--- src/rtl/mem_seq_arbiter_pkg.sv ---
// Shared types and constants for the memory sequencer/arbiter: bus widths,
// FSM state encoding and the default bus-timeout length.
package mem_seq_arbiter_pkg;

    localparam int          RegBus        = 32;
    localparam logic [31:0] ZeroWord      = 32'h0000_0000;
    localparam int          TO_CYCLES_DEF = 255;

    typedef enum logic [2:0] {
        ST_IDLE    = 3'd0,
        ST_IFETCH  = 3'd1,
        ST_DECODE  = 3'd2,
        ST_DACCESS = 3'd3,
        ST_COMMIT  = 3'd4
    } state_e;

endpackage

--- src/rtl/mem_seq_arbiter_if.sv ---
// External memory bus shared by fetch and load/store. A transfer is open while
// bus_req_o is high and completes on the first cycle bus_ack_i is seen with it.
interface mem_seq_arbiter_if;

    logic        bus_req_o;
    logic        bus_we_o;
    logic [3:0]  bus_sel_o;
    logic [31:0] bus_addr_o;
    logic [31:0] bus_data_o;
    logic [31:0] bus_data_i;
    logic        bus_ack_i;

    modport master (
        output bus_req_o, bus_we_o, bus_sel_o, bus_addr_o, bus_data_o,
        input  bus_data_i, bus_ack_i
    );

    modport slave (
        input  bus_req_o, bus_we_o, bus_sel_o, bus_addr_o, bus_data_o,
        output bus_data_i, bus_ack_i
    );

endinterface

--- src/rtl/mem_seq_timer.sv ---
// Bus-timeout counter: counts consecutive requesting cycles without ack and
// flags expiry on the TO_CYCLES-th such cycle so the sequencer can abort.
module mem_seq_timer #(
    parameter int TO_CYCLES = 255
) (
    input  logic clk,
    input  logic rst,
    input  logic req_i,
    input  logic ack_i,
    output logic expire_o
);

    localparam int CW = $clog2(TO_CYCLES + 1);

    logic [CW-1:0] cnt_q, cnt_d;

    always_comb begin
        expire_o = req_i && !ack_i && (cnt_q == CW'(TO_CYCLES - 1));
        cnt_d    = cnt_q + CW'(1);
        // Any gap in the request, an ack, or our own abort starts the count over.
        if (!req_i || ack_i || expire_o) begin
            cnt_d = '0;
        end
    end

    always_ff @(posedge clk or negedge rst) begin
        if (!rst) begin
            cnt_q <= '0;
        end else begin
            cnt_q <= cnt_d;
        end
    end

endmodule

--- src/rtl/mem_seq_arbiter.sv ---
// Serialises each instruction into fetch, optional data access and commit on a
// single shared bus. Define MEM_SEQ_TIMEOUT_EN to abort stuck transfers.
module mem_seq_arbiter
    import mem_seq_arbiter_pkg::*;
#(
    parameter int TO_CYCLES = TO_CYCLES_DEF
) (
    input  logic                  clk,
    input  logic                  rst,
    input  logic                  if_ce_i,
    input  logic [RegBus-1:0]     if_addr_i,
    output logic [RegBus-1:0]     inst_o,
    input  logic                  dm_ce_i,
    input  logic                  dm_we_i,
    input  logic [3:0]            dm_sel_i,
    input  logic [RegBus-1:0]     dm_addr_i,
    input  logic [RegBus-1:0]     dm_data_i,
    output logic [RegBus-1:0]     dm_data_o,
    output logic                  stall_o,
    output logic                  commit_o,
    output logic                  err_o,
    output state_e                state_dbg_o,
    mem_seq_arbiter_if.master     bus
);

    state_e            state_q, state_d;
    logic [RegBus-1:0] inst_q, inst_d;
    logic [RegBus-1:0] dat_q, dat_d;
    logic              err_q, err_d;
    logic              abort;

`ifdef MEM_SEQ_TIMEOUT_EN
    mem_seq_timer #(.TO_CYCLES(TO_CYCLES)) u_timer (
        .clk      (clk),
        .rst      (rst),
        .req_i    (bus.bus_req_o),
        .ack_i    (bus.bus_ack_i),
        .expire_o (abort)
    );
`else
    logic unused_to_cycles;
    assign unused_to_cycles = (TO_CYCLES == 0);
    assign abort            = 1'b0;
`endif

    always_comb begin
        state_d        = state_q;
        inst_d         = inst_q;
        dat_d          = dat_q;
        err_d          = err_q | abort;
        stall_o        = 1'b1;
        commit_o       = 1'b0;
        bus.bus_req_o  = 1'b0;
        bus.bus_we_o   = 1'b0;
        bus.bus_sel_o  = 4'b0000;
        bus.bus_addr_o = ZeroWord;
        bus.bus_data_o = ZeroWord;

        case (state_q)
            ST_IDLE: begin
                if (if_ce_i) state_d = ST_IFETCH;
            end
            ST_IFETCH: begin
                bus.bus_req_o  = 1'b1;
                bus.bus_sel_o  = 4'b1111;
                bus.bus_addr_o = if_addr_i;
                if (bus.bus_ack_i) begin
                    inst_d  = bus.bus_data_i;
                    state_d = ST_DECODE;
                end else if (abort) begin
                    inst_d  = ZeroWord;
                    state_d = ST_DECODE;
                end
            end
            ST_DECODE: begin
                state_d = dm_ce_i ? ST_DACCESS : ST_COMMIT;
            end
            ST_DACCESS: begin
                bus.bus_req_o  = 1'b1;
                bus.bus_we_o   = dm_we_i;
                bus.bus_sel_o  = dm_sel_i;
                bus.bus_addr_o = dm_addr_i;
                bus.bus_data_o = dm_data_i;
                // An aborted load still retires, returning zero as its data.
                if (bus.bus_ack_i || abort) begin
                    if (!dm_we_i) dat_d = bus.bus_ack_i ? bus.bus_data_i : ZeroWord;
                    state_d = ST_COMMIT;
                end
            end
            ST_COMMIT: begin
                stall_o  = 1'b0;
                commit_o = 1'b1;
                state_d  = if_ce_i ? ST_IFETCH : ST_IDLE;
            end
            default: state_d = ST_IDLE;
        endcase
    end

    always_ff @(posedge clk or negedge rst) begin
        if (!rst) begin
            state_q <= ST_IDLE;
            inst_q  <= ZeroWord;
            dat_q   <= ZeroWord;
            err_q   <= 1'b0;
        end else begin
            state_q <= state_d;
            inst_q  <= inst_d;
            dat_q   <= dat_d;
            err_q   <= err_d;
        end
    end

    assign inst_o      = inst_q;
    assign dm_data_o   = dat_q;
    assign err_o       = err_q;
    assign state_dbg_o = state_q;

endmodule

--- src/flat_wrapper.sv ---
// flat-port wrapper written by rule: the top's interface ports become plain ports
module mem_seq_arbiter_flat import mem_seq_arbiter_pkg::*;
#(
    parameter int TO_CYCLES = TO_CYCLES_DEF
)
  (clk, rst, if_ce_i, if_addr_i, inst_o, dm_ce_i, dm_we_i, dm_sel_i, dm_addr_i, dm_data_i, dm_data_o, stall_o, commit_o, err_o, state_dbg_o, bus_bus_req_o, bus_bus_we_o, bus_bus_sel_o, bus_bus_addr_o, bus_bus_data_o, bus_bus_data_i, bus_bus_ack_i);
  mem_seq_arbiter_if bus_i ();
  input  logic clk;
  input  logic rst;
  input  logic if_ce_i;
  input  logic [RegBus-1:0] if_addr_i;
  output logic [RegBus-1:0] inst_o;
  input  logic dm_ce_i;
  input  logic dm_we_i;
  input  logic [3:0] dm_sel_i;
  input  logic [RegBus-1:0] dm_addr_i;
  input  logic [RegBus-1:0] dm_data_i;
  output logic [RegBus-1:0] dm_data_o;
  output logic stall_o;
  output logic commit_o;
  output logic err_o;
  output state_e state_dbg_o;
  output wire logic [$bits(bus_i.bus_req_o)-1:0] bus_bus_req_o;
  output wire logic [$bits(bus_i.bus_we_o)-1:0] bus_bus_we_o;
  output wire logic [$bits(bus_i.bus_sel_o)-1:0] bus_bus_sel_o;
  output wire logic [$bits(bus_i.bus_addr_o)-1:0] bus_bus_addr_o;
  output wire logic [$bits(bus_i.bus_data_o)-1:0] bus_bus_data_o;
  input wire logic [$bits(bus_i.bus_data_i)-1:0] bus_bus_data_i;
  input wire logic [$bits(bus_i.bus_ack_i)-1:0] bus_bus_ack_i;
  assign bus_bus_req_o = bus_i.bus_req_o;
  assign bus_bus_we_o = bus_i.bus_we_o;
  assign bus_bus_sel_o = bus_i.bus_sel_o;
  assign bus_bus_addr_o = bus_i.bus_addr_o;
  assign bus_bus_data_o = bus_i.bus_data_o;
  assign bus_i.bus_data_i = bus_bus_data_i;
  assign bus_i.bus_ack_i = bus_bus_ack_i;
  mem_seq_arbiter #(.TO_CYCLES(TO_CYCLES)) u_core (.clk(clk), .rst(rst), .if_ce_i(if_ce_i), .if_addr_i(if_addr_i), .inst_o(inst_o), .dm_ce_i(dm_ce_i), .dm_we_i(dm_we_i), .dm_sel_i(dm_sel_i), .dm_addr_i(dm_addr_i), .dm_data_i(dm_data_i), .dm_data_o(dm_data_o), .stall_o(stall_o), .commit_o(commit_o), .err_o(err_o), .state_dbg_o(state_dbg_o), .bus(bus_i));
endmodule
--- config.mk ---
export PLATFORM = sky130hd
export DESIGN_NAME = mem_seq_arbiter_flat
export DESIGN_NICKNAME = d
export VERILOG_FILES = /design/src/rtl/mem_seq_arbiter_pkg.sv /design/src/rtl/mem_seq_arbiter_if.sv /design/src/rtl/mem_seq_timer.sv /design/src/rtl/mem_seq_arbiter.sv /design/src/flat_wrapper.sv
export SDC_FILE = /design/constraint.sdc
export NUM_CORES = 1
export LEC_CHECK = 0
export CAP_MARGIN = 20
export CORE_MARGIN = 2
export CORE_UTILIZATION = 33
export CTS_BUF_LIST = sky130_fd_sc_hd__clkbuf_8 sky130_fd_sc_hd__clkbuf_16
export CTS_CLUSTER_DIAMETER = 100
export DETAILED_ROUTE_END_ITERATION = 12
export PLACE_DENSITY = 0.89
export SLEW_MARGIN = 0
export SYNTH_ARGS = -nofsm -noshare
export SYNTH_HDL_FRONTEND = slang
export SYNTH_SLANG_ARGS = --single-unit
export TNS_END_PERCENT = 100
--- constraint.sdc ---
create_clock -name clk -period 2 [get_ports clk]
set_clock_uncertainty 0.05 [all_clocks]
set_input_delay 0.4 -clock clk [delete_from_list [all_inputs] [get_ports clk]]
set_output_delay 0.4 -clock clk [all_outputs]
set_load 0.02 [all_outputs]
==> results of run 1 <==
## path summary, 6_finish.rpt
kind | end | cells after the start | slack [ps] | start
worst max register to register | u_core.inst_o[15] | 6 | 20 | u_core.state_dbg_o[1]
min in group clk | u_core.inst_o[14] | 1 | 450 | u_core.inst_o[14]
worst min register to register | u_core.inst_o[14] | 1 | 450 | u_core.inst_o[14]
worst max-delay path | bus_bus_addr_o[2] | 5 | -60 | u_core.state_dbg_o[1]
max in group asynchronous | u_core.state_dbg_o[1] | 2 | 1560 | rst
worst min-delay path | u_core.inst_o[4] | 2 | 30 | rst
## through the flow
| stage | area, um^2 | TNS (ps) |
|---|---|---|
| 6_report | 6800 | -478 |
| 5_1_grt | 6800 | -4940 |
| 4_1_cts | 6670 | -1780 |
| 3_5_place_dp | 6430 | -7390 |
| 3_3_place_gp | 6430 | -7730 |
| 2_1_floorplan | 3490 | 0 |
## power breakdown
group | switching [mW] | internal (mW) | leakage (nW)
logic | 3.03 | 3.31 | 2.20
clock network | 0.524 | 0.954 | 0.135
registers | 0.420 | 2.02 | 0.813
## sequential cells by signal (all words and copies together), names as in the netlist
signal	flops
u_core.inst_o	32
u_core.state_dbg_o	3
u_core.dm_data_o	32
## layer usage
layer | global-route usage | share of wire
met1 | 0.276 | 0.39
met2 | 0.372 | 0.50
met3 | 0.0705 | 0.088
met4 | 0.0714 | 0.026
met5 | 0 | 0
## worst register-to-register path, stage by stage, from the launching register on
cell	delay (ps)
dfrtp_2	510
buf_6	180
clkbuf_16	160
buf_8	130
nor3b_4	210
buf_12	240
mux2_2	390
## timing repair
action / in CTS / in global routing
setup endpoints to repair: 74 / 53
pin swaps: 0 / 6
setup buffers: 2 / 14
gates cloned: 2 / 2
resized for setup: 216 / 127
## cell type report
type,instances,area [um^2]
fillers,754,3530
repair buffers,310,2960
multi-input cells,181,1690
flip-flops and latches,67,1680
well taps,136,170
clock inverters,7,141
clock buffers,9,124
inverters,6,30.0
repair inverters,1,6.26
## logic make-up after synthesis
family          Yosys count  share of synthesized area
other cells               1                    0.00107
compound gates            7                     0.0104
mux                      97                      0.333
simple gates             76                      0.119
flops                    67                      0.480
buf+inv                  29                     0.0569
## cell usage in the layout, fill, tap and decap left out, types with 2 or more instances in the layout
| cell type | instances |
|---|---|
| buf_12 | 7 |
| buf_2 | 33 |
| buf_8 | 2 |
| dlygate4sd2_1 | 3 |
| a21oi_1 | 2 |
| and3_1 | 30 |
| clkinv_4 | 2 |
| clkbuf_16 | 2 |
| bufinv_16 | 4 |
| buf_6 | 17 |
| clkbuf_8 | 9 |
| mux2_1 | 5 |
| nor2_1 | 34 |
| buf_4 | 32 |
| mux2i_1 | 28 |
| a21oi_2 | 4 |
| mux2i_2 | 4 |
| clkdlybuf4s15_2 | 3 |
| dfrtp_1 | 66 |
| mux2_4 | 32 |
| and3_4 | 3 |
| clkdlybuf4s50_1 | 201 |
| mux2_2 | 27 |
| inv_1 | 6 |
| clkbuf_2 | 9 |
==> impl_results.md, run 1 <==
* Final core occ at 0.658
* Syn_area_per_cell at around 13 um^2
* # nets final at 714
* Main synth FF type: dfrtp_1
* Initial Utilization at 0.339
* Die Area at roughly 11000 um^2
* Final Non-Filler Cells at about 720
* Gr ovfl total at 0
* PwrDens at 1510 nW/um^2
* Worst min path class: input pin to asynchronous set/reset pin
* Chip height at ~110 um
* CP Cell Sequence: buf_12 -> buf_8 -> mux2i_2 -> nor2_1 -> buf_4
* DPL Wire Length at 9990 um
* Crit. End Element: output port
* Layout area overhead at 94.5%
* Clock-pin slew on the worst setup and hold paths at 70 ps
* CP max-delay cell: dfrtp_2
* Count of final setup violators at 22
* Setup WS pre-CTS at -169 ps
* Crit path buffers/inverters at 3
* Die width at 107 um
* Top delay family on crit path: flip-flops
* Leakage power at approximately 3.1 nW
* WL per Instance at roughly 19 um
* Clock latency on the worst-skew pair at around 340 ps
* Count of cell types in the netlist at 26
* Delay of the slowest cell on the worst path at 530 ps
* RSZ-0062 raised after global routing: true
* Most frequent cell after synthesis: dfrtp_1
* CTS Sinks at 67
* # placed instances at approximately 700
* Vias in the first global route at about 3500
* F_max at approximately 490 MHz
* Slew Limit Fails at 0
* Total power at about 10 mW
* GPL Wtd Cong at around 0.88
* Final period util at 1.03
* Top cells by count, synth: 67 x dfrtp_1, 34 x nor2_1, 33 x and3_1, 33 x mux2i_1, 30 x mux2_4
* Core Area at ~10000 um^2
* VDD IR max at roughly 840 uV
* Final hold slack at between 20 and 30 ps
* Largest net degree at the start of global routing at between 60 and 70
* Synth Cell Area at roughly 3500 um^2
* 1st-iter DRT viols at about 240
* Minimum clock period at approximately 2000 ps
* Initial antenna violation count at 0
* Failing checks: negative setup slack
* Worst EP required at 1550 ps
* Status: finished, violations left
* Max cap viols at 0
* Final ANT Viol Nets at 0
* Crit path kind: flop to output port
* Synth warn at 0
* Crit Path Max Fanout at 7
* Critical Path AT at 1610 ps
* Routed via count at 3433
* H-tree lvl count at 3
* Top-area cell type share of the netlist area at 0.480
* CTS buffer count at 9
* Post-synth ARST share at 1.00
* Syn nets at about 420
* Final wirelength at roughly 14000 um
* FF+latch count, synth at 67
* Maximum root-to-sink buffer count at 2
* Setup ws final at -56.7 ps
* Vias per inst at 4.79
* Initial DRT Pass Iterations at 4
* Total GRT Usage at 0.224
* Worst Setup Start Kind: flop
* Antenna diodes at 0
* Hold violation total from the final report at 0
* Drt drc at 0
* Cts hold-fix bufs at 0
* Sequential share of the synthesized area at 0.480
* Area leader, netlist: dfrtp_1
* First-pass GRT wire length at about 20000 um
* Root buffer cell: clkbuf_8
* Port Buf Inserts at 276
* Post-synth EDFFs at 0
* CTS tree: yes
* Top Ports at 278
* Row cnt at 37
* Cells after Synth at between 200 and 300
* Layout cell share with drive strength beyond 1 at 0.343
* Ranking of synthesized cells by area: dfrtp_1 48%, mux2_4 13%, mux2i_1 9.5%, mux2_2 9.3%, and3_1 5.9%
(Power assumes the default switching activity.)
==> run 2, diff against run 1 <==
--- a/config.mk
+++ b/config.mk
@@ -5,13 +5,14 @@
 export SDC_FILE = /design/constraint.sdc
 export NUM_CORES = 1
 export LEC_CHECK = 0
+export ABC_AREA = 1
 export CAP_MARGIN = 20
-export CORE_MARGIN = 2
-export CORE_UTILIZATION = 33
+export CORE_AREA = 2 2 109 111
 export CTS_BUF_LIST = sky130_fd_sc_hd__clkbuf_8 sky130_fd_sc_hd__clkbuf_16
 export CTS_CLUSTER_DIAMETER = 100
 export DETAILED_ROUTE_END_ITERATION = 12
-export PLACE_DENSITY = 0.89
+export DIE_AREA = 0 0 111 113
+export PLACE_DENSITY = 0.84
 export SLEW_MARGIN = 0
 export SYNTH_ARGS = -nofsm -noshare
 export SYNTH_HDL_FRONTEND = slang
==> impl_results.md, run 2 <==
* Status: finished, final reports clean
* # nets final at between 900 and 1000
* Setup ws final at approximately 41 ps
* Minimum clock period at around 2000 ps
* GPL Wtd Cong at 0.810
* Setup WS pre-CTS at -126 ps
* DPL Wire Length at roughly 11000 um
* Count of cell types in the netlist at 15
* Largest net degree at the start of global routing at roughly 40
* RR Endpoint: u_core.dm_data_o[6]
* Hold violation total from the final report at 0
* Routed via count at between 4000 and 5000
* # placed instances at roughly 910
* Initial DRT Pass Iterations at 4
* Gr ovfl total at 0
* Synth warn at 0
* CTS tree: yes
* PwrDens at around 1500 nW/um^2
* Measured slew at the worst slew-check pin at just over 500 ps
* Final core occ at 0.602
* Synth Cell Area at 3450 um^2
* CTS buffer count at 9
* Clock latency on the worst-skew pair at 330 ps
* Busiest grt layer: met2
* First-pass GRT wire length at ~23000 um
* Clock-pin slew on the worst setup and hold paths at about 60 ps
* Commonest non-fill, non-tap cell in the layout: nand2_1
* Layout cell share with drive strength beyond 1 at 0.186
* Post-synth EDFFs at 0
* Total GRT Usage at 0.233
* Die Area at ~13000 um^2
* FILL cells at between 900 and 1000
* Final ANT Viol Nets at 0
* 1st-iter DRT viols at about 210
* H-tree lvl count at 3
* Initial Utilization at 0.306
* Vias per inst at about 4.5
* RSZ-0062 raised after global routing: true
* Delay of the slowest cell on the worst path at 600 ps
* Sequential share of the synthesized area at 0.486
* Crit path kind: flop to output port
* Met3 usage at 0.0793
* Main synth FF type: dfrtp_1
* Top cells by count, synth: 248 x nand2_1, 67 x dfrtp_1, 65 x nand3_1
* Cells after Synth at a little under 500
* Worst EP required at between 1500 and 2000 ps
* Worst min path class: input pin to asynchronous set/reset pin
* Worst slew margin at 0.656
* Grt met1 use at 0.265
* Most frequent cells in the layout: 227 x nand2_1, 203 x clkdlybuf4s50_1, 66 x dfrtp_1, 65 x nand3_1, 39 x inv_1
* VDD IR max at 820 uV
* CTS Sinks at 67
* WL per Instance at 15.9 um
* Final Non-Filler Cells at about 930
* Worst Setup Start Kind: flop
* Multi-input logic area at roughly 1500 um^2
* CP Cell Sequence: buf_4 -> clkdlybuf4s50_1
* FF+latch count, synth at between 60 and 70
* Vias in the first global route at around 4300
* R2R setup slack at 180 ps
* Maximum root-to-sink buffer count at 2
* Max cap viols at 0
* Root buffer cell: clkbuf_16
* Storage element area at 1680 um^2
* Port Buf Inserts at around 280
* F_max at slightly above 500 MHz
* Fin Setup TNS at 0 ps
* Crit Path Max Fanout at 5
* Met2 Track Usage GR at 0.402
* Ranking of synthesized cells by area: dfrtp_1 49%, nand2_1 27%, nand3_1 9.4%, inv_1 4.2%, nor2_1 4.1%
* Syn_area_per_cell at approximately 7.0 um^2
* Chip height at between 100 and 150 um
* Reg2Reg Depth at 9
* Post-synth ARST share at 1.00
* R2R Path Start: u_core.state_dbg_o[2]
* Top Ports at ~280
* CP max-delay cell: clkdlybuf4s50_1
* Slew Limit Fails at 0
* Top-area cell type share of the netlist area at 0.486
* Drt drc at 0
* Syn nets at between 600 and 700
* Layout area overhead at 96.6%
* Initial antenna violation count at 4
* Most frequent cell after synthesis: nand2_1
* Final period util at 0.979
* Count of final setup violators at 0
* Final hold slack at between 20 and 30 ps
* Cts hold-fix bufs at 0
* Leakage power at between 3 and 4 nW
* Row cnt at 39
* Core Area at 11300 um^2
* Area leader, netlist: dfrtp_1
* Die width at 111 um
* Crit. End Element: output port
* Final wirelength at about 15000 um
* Critical Path AT at 1510 ps
[run 2: cell count changes after synthesis, sizes merged, moves of 2 or more]
| cell | change |
|---|---|
| a21oi | -6 |
| and3 | -33 |
| buf | +15 |
| clkbuf | -7 |
| inv | +36 |
| mux2 | -64 |
| mux2i | -33 |
| nand2 | +247 |
| nand3 | +67 |
| nor2 | +5 |
| nor3b | -2 |
[run 2: worst max path at each step]
stage | start | endpoint
6_report | u_core.state_dbg_o[0] | state_dbg_o[0]
5_1_grt | u_core.state_dbg_o[2] | bus_bus_sel_o[2]
4_1_cts | u_core.state_dbg_o[2] | bus_bus_addr_o[6]
3_5_place_dp | if_addr_i[4] | bus_bus_addr_o[4]
3_3_place_gp | u_core.state_dbg_o[1] | bus_bus_addr_o[4]
2_1_floorplan | u_core.state_dbg_o[2] | bus_bus_addr_o[14]
[run 2: cell families (layout without fill, tap and decap cells)]
group | after synthesis | count (layout) | synth area share
AOI/OAI and AO/OA | 1 | 1 | 0.00145
buffers and inverters | 73 | 364 | 0.0993
DFF | 67 | 67 | 0.486
other | 1 | 4 | 0.00109
and+or+nand+nor | 354 | 354 | 0.413
[run 2: timing repair]
item	CTS	global route
pin swaps	0	12
resized for setup	258	124
setup endpoints to repair	69	70
hold endpoints to repair	0	0
gates cloned	2	1
buffers inserted	2	3
[run 2: where the power goes]
| group | internal (mW) | switching [mW] |
|---|---|---|
| sequential | 2.02 | 0.379 |
| combinational | 2.94 | 3.48 |
| clock | 0.974 | 0.541 |
| total | 5.94 | 4.40 |
[run 2: per-stage QoR]
step,total power [mW],instance area (um^2)
6_report,10.3,6790
3_3_place_gp,8.45,6430
5_1_grt,11.0,6780
2_1_floorplan,5.34,3450
4_1_cts,10.1,6740
3_5_place_dp,8.53,6430
[run 2: critical path, delay by kind of cell, from the launching register on]
kind	cells	cell delay, ps
buffers and inverters	2	760
DFF	1	420
[run 2: area by class of cell]
class	instances	share of cell area
antenna	3	0.00111
clock buffer	10	0.0352
clock inverter	4	0.00645
inverter	42	0.0251
multi-input combinational	356	0.221
sequential	67	0.247
tap	143	0.0264
timing repair buffer	308	0.437
[run 2: metal layers]
metal	vias to the layer above	routed length, um
li1	2076	-
met5	-	12
met3	29	1300
met2	197	7500
met1	1907	5660
met4	2	380
==> run 3, diff against run 2 <==
--- a/config.mk
+++ b/config.mk
@@ -6,13 +6,14 @@
 export NUM_CORES = 1
 export LEC_CHECK = 0
 export ABC_AREA = 1
+export ABC_CLOCK_PERIOD_IN_PS = 2000
 export CAP_MARGIN = 20
-export CORE_AREA = 2 2 109 111
-export CTS_BUF_LIST = sky130_fd_sc_hd__clkbuf_8 sky130_fd_sc_hd__clkbuf_16
+export CORE_AREA = 2 2 107 109
+export CTS_BUF_LIST = sky130_fd_sc_hd__clkbuf_4 sky130_fd_sc_hd__clkbuf_8
 export CTS_CLUSTER_DIAMETER = 100
 export DETAILED_ROUTE_END_ITERATION = 12
-export DIE_AREA = 0 0 111 113
-export PLACE_DENSITY = 0.84
+export DIE_AREA = 0 0 109 111
+export PLACE_DENSITY = 0.86
 export SLEW_MARGIN = 0
 export SYNTH_ARGS = -nofsm -noshare
 export SYNTH_HDL_FRONTEND = slang
==> impl_results.md, run 3 (synthesis results as in run 2) <==
* Root buffer cell: clkbuf_8
* P_sw at 4.23 mW
* R2R setup slack at approximately 110 ps
* GPL Wtd Cong at 0.821
* RR Endpoint: u_core.inst_o[3]
* Switching Fraction at 0.432
* Layout area overhead at 90.2%
* Largest net degree at the start of global routing at 43
* Top Ports at between 200 and 300
* Drt drc at 0
* RSZ-0062 raised after global routing: true
* CTS tree: yes
* Leakage power at around 3.5 nW
* Core Area at around 11000 um^2
* Clock power frac at 0.141
* Die Area at roughly 12000 um^2
* Minimum clock period at around 1900 ps
* Most frequent cells in the layout: 246 x nand2_1, 201 x clkdlybuf4s50_1, 67 x dfrtp_1, 65 x nand3_1, 49 x buf_4
* Vias in the first global route at roughly 4100
* Final ANT Viol Nets at 0
* Antenna diodes at 0
* CTS buffer count at 9
* 1st-iter DRT viols at 253
* First-pass GRT wire length at about 21000 um
* Total GRT Usage at 0.225
* Maximum root-to-sink buffer count at 2
* Initial Utilization at 0.312
* Chip height at about 110 um
* Critical Path AT at 1490 ps
* Crit. End Element: output port
* Final Non-Filler Cells at 930
* Logic pwr share at 0.615
* Total power at about 9.8 mW
* Final wirelength at 13800 um
* Reg power frac at 0.244
* Initial DRT Pass Iterations at 4
* Clock latency on the worst-skew pair at approximately 330 ps
* Hold path depth at 2
* Row cnt at 39
* # nets final at between 900 and 1000
* Gr ovfl total at 0
* Vias per inst at between 4 and 5
* Die width at approximately 110 um
* Worst EP required at ~1600 ps
* Initial antenna violation count at 0
* DPL Wire Length at approximately 11000 um
* Max cap viols at 0
* R2R Path Start: u_core.state_dbg_o[2]
* Commonest non-fill, non-tap cell in the layout: nand2_1
* VDD IR max at between 800 and 900 uV
* Hold violation total from the final report at 0
* CP Cell Sequence: inv_2 -> nand3_2 -> clkinv_4 -> buf_4 -> nand2_1 -> nand2_1 -> buf_4
* CP max-delay cell: dfrtp_1
* Layout cell share with drive strength beyond 1 at 0.161
* Routed via count at roughly 4100
* Status: finished, final reports clean
* Crit path kind: flop to output port
* # placed instances at 911
* F_max at 515 MHz
* Count of final setup violators at 0
* WL per Instance at roughly 15 um
* Crit Path Max Fanout at 5
* Reg2Reg Depth at 9
* Critical Path Start: u_core.state_dbg_o[2]
* Port Buf Inserts at ~280
* Final period util at 0.972
* Clock-pin slew on the worst setup and hold paths at roughly 80 ps
* Worst min path class: flop to flop
* Slew Limit Fails at 0
* PwrDens at 1490 nW/um^2
* Design internal power at approximately 5.6 mW
* CTS Sinks at 67
* Worst Setup Start Kind: flop
* Delay of the slowest cell on the worst path at ~390 ps
* H-tree lvl count at 3
* Setup crit end: bus_bus_addr_o[12]
* FILL cells at about 1000
run 3: layout make-up:
type / instances / area [um^2] / share of cell area
repair buffers: 306 / 2850 / 0.433
flip-flops and latches: 67 / 1680 / 0.255
multi-input cells: 356 / 1450 / 0.221
well taps: 143 / 179 / 0.0272
inverters: 42 / 168 / 0.0255
clock buffers: 10 / 138 / 0.0210
clock inverters: 6 / 111 / 0.0170
run 3: per-layer routing:
layer  global-route usage  vias up  wire length, um
met5                    0        -                0
met4               0.0872        0              335
met3               0.0517       22              997
met2                0.388      186             7110
met1                0.266     1851             5400
li1                     -     2063                -
run 3: what timing repair did:
item                                    4_1_cts  5_1_grt
endpoints found under the setup margin       71       71
buffers inserted                              0        0
hold buffers                                  1        0
endpoints found under the hold margin        16        0
pin swaps                                     0        1
cloned                                        0        2
resized for setup                           233       88
run 3: how the worst min path moves through the flow:
stage,from,to,slack [ps]
5_1_grt,u_core.inst_o[25],u_core.inst_o[25],450
6_report,u_core.inst_o[26],u_core.inst_o[26],420
3_5_place_dp,rst,u_core.dm_data_o[27],320
2_1_floorplan,rst,u_core.dm_data_o[0],50
4_1_cts,u_core.dm_data_o[19],u_core.dm_data_o[19],430
3_3_place_gp,rst,u_core.dm_data_o[27],310
run 3: stage by stage:
step / utilization / TNS, ps / hold WS [ps] / setup WS, ps / cell area [um^2]
global route: 0.593 / -302 / 449 / -44.8 / 6570
floorplan: - / 0 / 54.4 / 236 / 3450
CTS: 0.594 / -69.7 / 427 / -44.3 / 6590
finish: 0.593 / 0 / 424 / 56.6 / 6570
detailed placement: 0.584 / -3270 / 315 / -109 / 6470
global placement: 0.584 / -2420 / 308 / -122 / 6470
run 3: power by group through the flow:
stage | sequential, mW | clock (mW) | combinational (mW)
floorplan | 3.20 | 0 | 2.14
global placement | 2.37 | 0 | 6.07
detailed placement | 2.40 | 0 | 6.13
CTS | 2.38 | 1.41 | 5.81
global route | 2.46 | 1.47 | 6.48
finish | 2.39 | 1.38 | 6.01
run 3: critical path, delay by kind of cell, from the launching register on:
kind,cells,cell delay (ps)
buf+inv,4,500
flops,1,390
simple gates,3,280
